===== config.mk =====
export PLATFORM = sky130hd
export DESIGN_NAME = booth_mult_core
export DESIGN_NICKNAME = d
export VERILOG_FILES = /design/src/rtl/booth_pkg.sv /design/src/rtl/booth_step.sv /design/src/rtl/booth_mult_core.sv
export SDC_FILE = /design/constraint.sdc
export NUM_CORES = 1
export LEC_CHECK = 0
export BUFFER_PORTS_ARGS = -buffer_cell sky130_fd_sc_hd__buf_2
export CAP_MARGIN = 20
export CORE_ASPECT_RATIO = 1.2
export CORE_MARGIN = 2
export CORE_UTILIZATION = 52
export CTS_CLUSTER_DIAMETER = 80
export DETAILED_ROUTE_END_ITERATION = 16
export GPL_TIMING_DRIVEN = 0
export PLACE_DENSITY = 0.77
export SLEW_MARGIN = 20
export SYNTH_ARGS = -nofsm -noshare
export SYNTH_HDL_FRONTEND = slang
export SYNTH_SLANG_ARGS = --single-unit

===== constraint.sdc =====
create_clock -name clk -period 3.7 [get_ports clk]
set_clock_uncertainty 0.1 [all_clocks]
set_input_delay 0.925 -clock clk [delete_from_list [all_inputs] [get_ports clk]]
set_output_delay 0.925 -clock clk [all_outputs]
set_load 0.005 [all_outputs]

===== src/rtl/booth_pkg.sv =====
// Shared types and constants for the radix-2 Booth multiplier engine.
// Latency: n/a (definitions only).
// Backpressure: n/a (definitions only).
package booth_pkg;

   localparam int DEFAULT_WIDTH = 16;

   typedef enum logic [1:0] {
      IDLE = 2'd0,
      CALC = 2'd1,
      DONE = 2'd2
   } booth_state_t;

   // Booth operation chosen from the multiplier bit pair {Q[0], Q_-1}.
   localparam logic [1:0] SEL_NOP = 2'b00;
   localparam logic [1:0] SEL_ADD = 2'b01;
   localparam logic [1:0] SEL_SUB = 2'b10;

   // Map the examined bit pair to the accumulator operation.
   function automatic logic [1:0] booth_sel(input logic q0, input logic q_m1);
      logic [1:0] sel;
      case ({q0, q_m1})
         2'b01:   sel = SEL_ADD;
         2'b10:   sel = SEL_SUB;
         default: sel = SEL_NOP;
      endcase
      return sel;
   endfunction

endpackage


===== src/rtl/booth_step.sv =====
// One radix-2 Booth iteration: conditional add/sub of M into A, then arithmetic right shift of {A,Q,Q_-1}.
// Latency: purely combinational.
// Backpressure: none; the caller decides when to register the result.
module booth_step
   import booth_pkg::*;
#(
   parameter int WIDTH = DEFAULT_WIDTH
) (
   input  logic [WIDTH:0]   a_in,
   input  logic [WIDTH-1:0] q_in,
   input  logic             q_m1_in,
   input  logic [WIDTH:0]   m_in,
   output logic [WIDTH:0]   a_out,
   output logic [WIDTH-1:0] q_out,
   output logic             q_m1_out
);

   logic [1:0]   sel;
   logic [WIDTH:0] sum;

   // Accumulate: A, A+M or A-M, all modulo 2^(WIDTH+1); the extra bit keeps -2^(WIDTH-1) exact.
   always_comb begin
      sel = booth_sel(q_in[0], q_m1_in);
      sum = a_in;
      case (sel)
         SEL_ADD: sum = a_in + m_in;
         SEL_SUB: sum = a_in - m_in;
         default: sum = a_in;
      endcase
   end

   // Arithmetic shift right by one across the {A,Q,Q_-1} chain, replicating the sign of A.
   always_comb begin
      a_out    = {sum[WIDTH], sum[WIDTH:1]};
      q_out    = {sum[0], q_in[WIDTH-1:1]};
      q_m1_out = q_in[0];
   end

endmodule


===== src/rtl/booth_mult_core.sv =====
// Sequential radix-2 Booth multiplier: captures signed operands on start, WIDTH iterations, registered 2*WIDTH product.
// Latency: done pulses WIDTH+1 cycles after the accepting edge; minimum issue interval WIDTH+2 cycles.
// Backpressure: start is only honoured in IDLE; requests while busy are dropped (no queuing).
module booth_mult_core
   import booth_pkg::*;
#(
   parameter  int WIDTH = DEFAULT_WIDTH,
   localparam int CNT_W = $clog2(WIDTH + 1)
) (
   input  logic                 clk,
   input  logic                 reset,
   input  logic                 start,
   input  logic [WIDTH-1:0]     multiplicand,
   input  logic [WIDTH-1:0]     multiplier,
   output logic                 busy,
   output logic                 done,
   output logic [2*WIDTH-1:0]   product
);

   booth_state_t      state;
   logic [WIDTH:0]    a_reg;
   logic [WIDTH-1:0]  q_reg;
   logic              q_m1_reg;
   logic [WIDTH:0]    m_reg;
   logic [CNT_W-1:0]  count;

   logic [WIDTH:0]    a_nx;
   logic [WIDTH-1:0]  q_nx;
   logic              q_m1_nx;

   booth_step #(
      .WIDTH (WIDTH)
   ) u_step (
      .a_in     (a_reg),
      .q_in     (q_reg),
      .q_m1_in  (q_m1_reg),
      .m_in     (m_reg),
      .a_out    (a_nx),
      .q_out    (q_nx),
      .q_m1_out (q_m1_nx)
   );

   // Control FSM and datapath registers; the product is captured from the final iteration's result.
   always_ff @(posedge clk) begin
      if (reset) begin
         state    <= IDLE;
         a_reg    <= '0;
         q_reg    <= '0;
         q_m1_reg <= 1'b0;
         m_reg    <= '0;
         count    <= '0;
         product  <= '0;
      end else begin
         case (state)
            IDLE: begin
               if (start) begin
                  a_reg    <= '0;
                  q_reg    <= multiplier;
                  q_m1_reg <= 1'b0;
                  m_reg    <= {multiplicand[WIDTH-1], multiplicand};
                  count    <= CNT_W'(WIDTH);
                  state    <= CALC;
               end
            end
            CALC: begin
               a_reg    <= a_nx;
               q_reg    <= q_nx;
               q_m1_reg <= q_m1_nx;
               count    <= count - CNT_W'(1);
               if (count == CNT_W'(1)) begin
                  // A's guard bit is only the sign; the full product fits in the low WIDTH bits of A plus Q.
                  product <= {a_nx[WIDTH-1:0], q_nx};
                  state   <= DONE;
               end
            end
            DONE: begin
               state <= IDLE;
            end
            default: begin
               state <= IDLE;
            end
         endcase
      end
   end

   // Status flags decode straight from the registered state so start never reaches them combinationally.
   always_comb begin
      busy = (state != IDLE);
      done = (state == DONE);
   end

endmodule


==> out/qor.txt <==
Status - finished with violations
Violated checks - negative setup slack
Critical path data arrival time - 3910 ps
DIE WIDTH - 90.83 um
Total CTS buffers - 9
Vias - 4672
Synth async-reset ratio - 0
Pre-Repair DR Iteration Count - 5
Max-slew violations - 0
Largest register FFs - 32
CTS tree - built
Worst hold endpoint - product[9]$_SDFFE_PP0P_
Die area - 9827 sq um
Placed cells - 787
Tmin final - 3720 ps
Slack of the worst reg-to-reg path - -20 ps
Clock Tree Buf Depth - 2
Syn Nets - 656
Critical path type - register to register
Hold Path Depth - 2
Switch share - 0.3251
Die Height - 108.2 um
Slowest stage delay, CP - 520 ps
CTS sink cnt - 88
Worst-path clk slew - 90 ps
Final std cells w/o fill - 813
Vias per cell - 5.747
Initial Util - 0.5263
Layout cells sized above 1 - 0.2107
WL final - 13.35 mm
Synth area leader - dfxtp_1
CP max FO - 4
HPWL after DPL - 9.999 mm
Pwr dens - 440.4 nW/um^2
Final setup fails - 1
Cells on worst reg2reg path - 14
Flops & latches, synth - 88
Reg2reg start - m_reg[1]$_SDFFE_PP0P_
Largest net degree at the start of global routing - 15
Crit path cell chain - inv_2, ha_2, or2b_4, or4_4, o41ai_4, xor2_1, ha_1, and4_4, nand3_1, a221oi_2, nor3_2, nor3b_4, xnor2_1, a211oi_2
CORE AREA - 8939 sq um
Leak pwr - 2.286 nW
Seq/Total Area, Yosys - 0.3745
Combinational family with the most area after synthesis - simple AND/OR/NAND/NOR gates
Main flop type after synthesis - dfxtp_1
Post-DP Area - 5190 sq um
Crit end category - register
Max Cap Violations - 0
Port Buffers - 67
Compound-Gate Fraction of Synth Area - 0.2221
Post-synth EDFFs - 0
# nets final - 745
DR iter-0 viols - 300
Final hold vios - 0
First-pass GRT wire length - 21.06 mm
Final Cell Area - 5615 sq um
Fin worst setup slack - -19.81 ps
GP Congestion - 0.9393
Sequential fraction of design power - 0.417
Synth Area in Adders - 0.05745
Worst Path Required - 3890 ps
Combinational share of power - 0.276
RSZ-0062 raised after global routing - yes
Area contributors post-synth - dfxtp_1 (37%), nand2_1 (8.6%), a21oi_1 (8.2%)
H-tree depth - 3
Delay-heaviest family, CP - simple AND/OR/NAND/NOR gates
Syn Area/Cell - 7.841 sq um
Share of the synthesized area in the top cell type - 0.3745
Number of global-route vias before repair - 4385
Fraction of the mapped netlist area in simple logic gates - 0.2303
Netlist cell types - 54
Synthesized area - 4705 sq um
Avg WL per Cell - 16.42 um
Rows - 38
Reg2reg end - product[31]$_SDFFE_PP0P_
Post-route clock period utilization - 1.005
VDD IR-drop max - 224.7 uV
Final Power - 2.473 mW
Remaining DRCs - 0
Switching pwr - 0.8040 mW
Post-synthesis xor/xnor area fraction - 0.04654
Area delta synth->final - 19.36%
Gr ovfl total - 0
Worst path bufs/invs - 1
Worst-Skew Late Latency - 370 ps
Slowest stage cell, crit path - or4_4
Root Driver - clkbuf_8
Warning count from the yosys run - 0
N_diodes - 0
Hold Startpoint - product[9]$_SDFFE_PP0P_
Worst rel slew slack - 0.5716
CP Launch Type - register
Worst-Margin Slew - 642.6 ps
Synthesized instance count - 600
Clock share of power - 0.307
I/O Pins - 69
Mux share of post-synthesis cell area - 0.01755
GRT Resource Usage Total - 0.2717
Detail Route Antenna Nets - 0
P_int - 1.669 mW
Pre-CTS WS - -483.8 ps
Hold Path Class - register to register
Core Util, Final - 0.6282
Initial antenna violation count - 0
Fillers - 832
FMAX - 268.8 MHz
Top reg by flops - product
power by group through the flow:
stage                     Sequential (mW)  Combinational (mW)  Clock [mW]
after floorplan                      1.04               0.452           0
after global placement               1.05               0.585           0
after detailed placement             1.05               0.600           0
after CTS                            1.03               0.650       0.757
after global routing                 1.04               0.750       0.794
final                                1.03               0.683       0.759
how the worst max path moves through the flow:
stage | slack [ps] | cells past startpoint | from | to
2_1_floorplan | 10 | 14 | m_reg[2]$_SDFFE_PP0P_ | product[31]$_SDFFE_PP0P_
3_3_place_gp | -380 | 14 | m_reg[2]$_SDFFE_PP0P_ | product[31]$_SDFFE_PP0P_
3_5_place_dp | -480 | 14 | m_reg[2]$_SDFFE_PP0P_ | product[31]$_SDFFE_PP0P_
4_1_cts | 6 | 14 | m_reg[1]$_SDFFE_PP0P_ | product[31]$_SDFFE_PP0P_
5_1_grt | -90 | 13 | m_reg[1]$_SDFFE_PP0P_ | product[31]$_SDFFE_PP0P_
6_report | -20 | 14 | m_reg[1]$_SDFFE_PP0P_ | product[31]$_SDFFE_PP0P_
Yosys cell counts (11+ instances only):
library cell	instances
nand2_1	108
dfxtp_1	88
a21oi_1	77
nor2_1	50
clkbuf_1	35
nand3_1	27
ha_1	20
a22oi_1	16
o21ai_0	15
xnor2_1	15
a211oi_1	12
a21o_1	12
inv_1	12
nor3_1	11
cell usage in the layout (no fill, tap or decap), drive strengths merged, types with 6 or more instances in the layout:
cell / synthesis / layout
a31oi: 10 / 10
ha: 20 / 20
inv: 12 / 12
o21ai: 17 / 17
nor3: 11 / 11
buf: 1 / 82
a21o: 13 / 13
a22oi: 16 / 16
xor2: 10 / 10
a21oi: 77 / 77
a211oi: 13 / 13
nand2: 108 / 108
nor2: 51 / 51
xnor2: 15 / 15
mux2i: 6 / 6
clkbuf: 39 / 46
dfxtp: 88 / 88
nand3: 27 / 27
tightest hold or removal path: stages, from the launching register on:
cell	delay (ps)
dfxtp_1	310
nand2_1	50
a21oi_1	50
layer usage:
layer | wire length, um | GRT usage | part of all wire
met4 | 410 | 0.1385 | 0.031
met1 | 5475 | 0.3114 | 0.41
met5 | 0 | 0 | 0
met2 | 6822 | 0.4952 | 0.51
met3 | 644 | 0.03833 | 0.048
cells by family (layout without fill, tap and decap cells):
kind of cell	Yosys count	in the layout
xor+xnor	25	25
compound gates	169	169
mux	8	8
simple gates	237	237
buf+inv	52	145
fa+ha+maj	21	21
flops	88	88
area by class of cell:
cell class	instances	area, sq um	area share
plain buffers	37	187.7	0.03342
repair buffers	81	440.4	0.07843
clock buffers	10	137.6	0.02451
inverters	12	45.04	0.008021
well taps	120	150.1	0.02674
multi-input cells	460	2798	0.4982
clock inverters	5	81.33	0.01448
flip-flops and latches	88	1775	0.3162
per-stage QoR:
| stage | hold WS (ps) | TNS [ps] |
|---|---|---|
| after CTS | 356.3 | 0 |
| after global routing | 371.7 | -146.9 |
| after global placement | 339.8 | -1257 |
| after floorplan | 327.5 | 0 |
| final | 352.2 | -19.81 |
| after detailed placement | 344.4 | -1855 |
what timing repair did:
action | CTS | global route
buffers inserted | 10 | 4
gates resized for setup | 23 | 13
hold endpoints to repair | 0 | 0
hold buffers | 0 | 0
cloned | 0 | 0
pin swaps | 15 | 6
setup endpoints to repair | 9 | 8
Power figures use the tool's default switching activity.
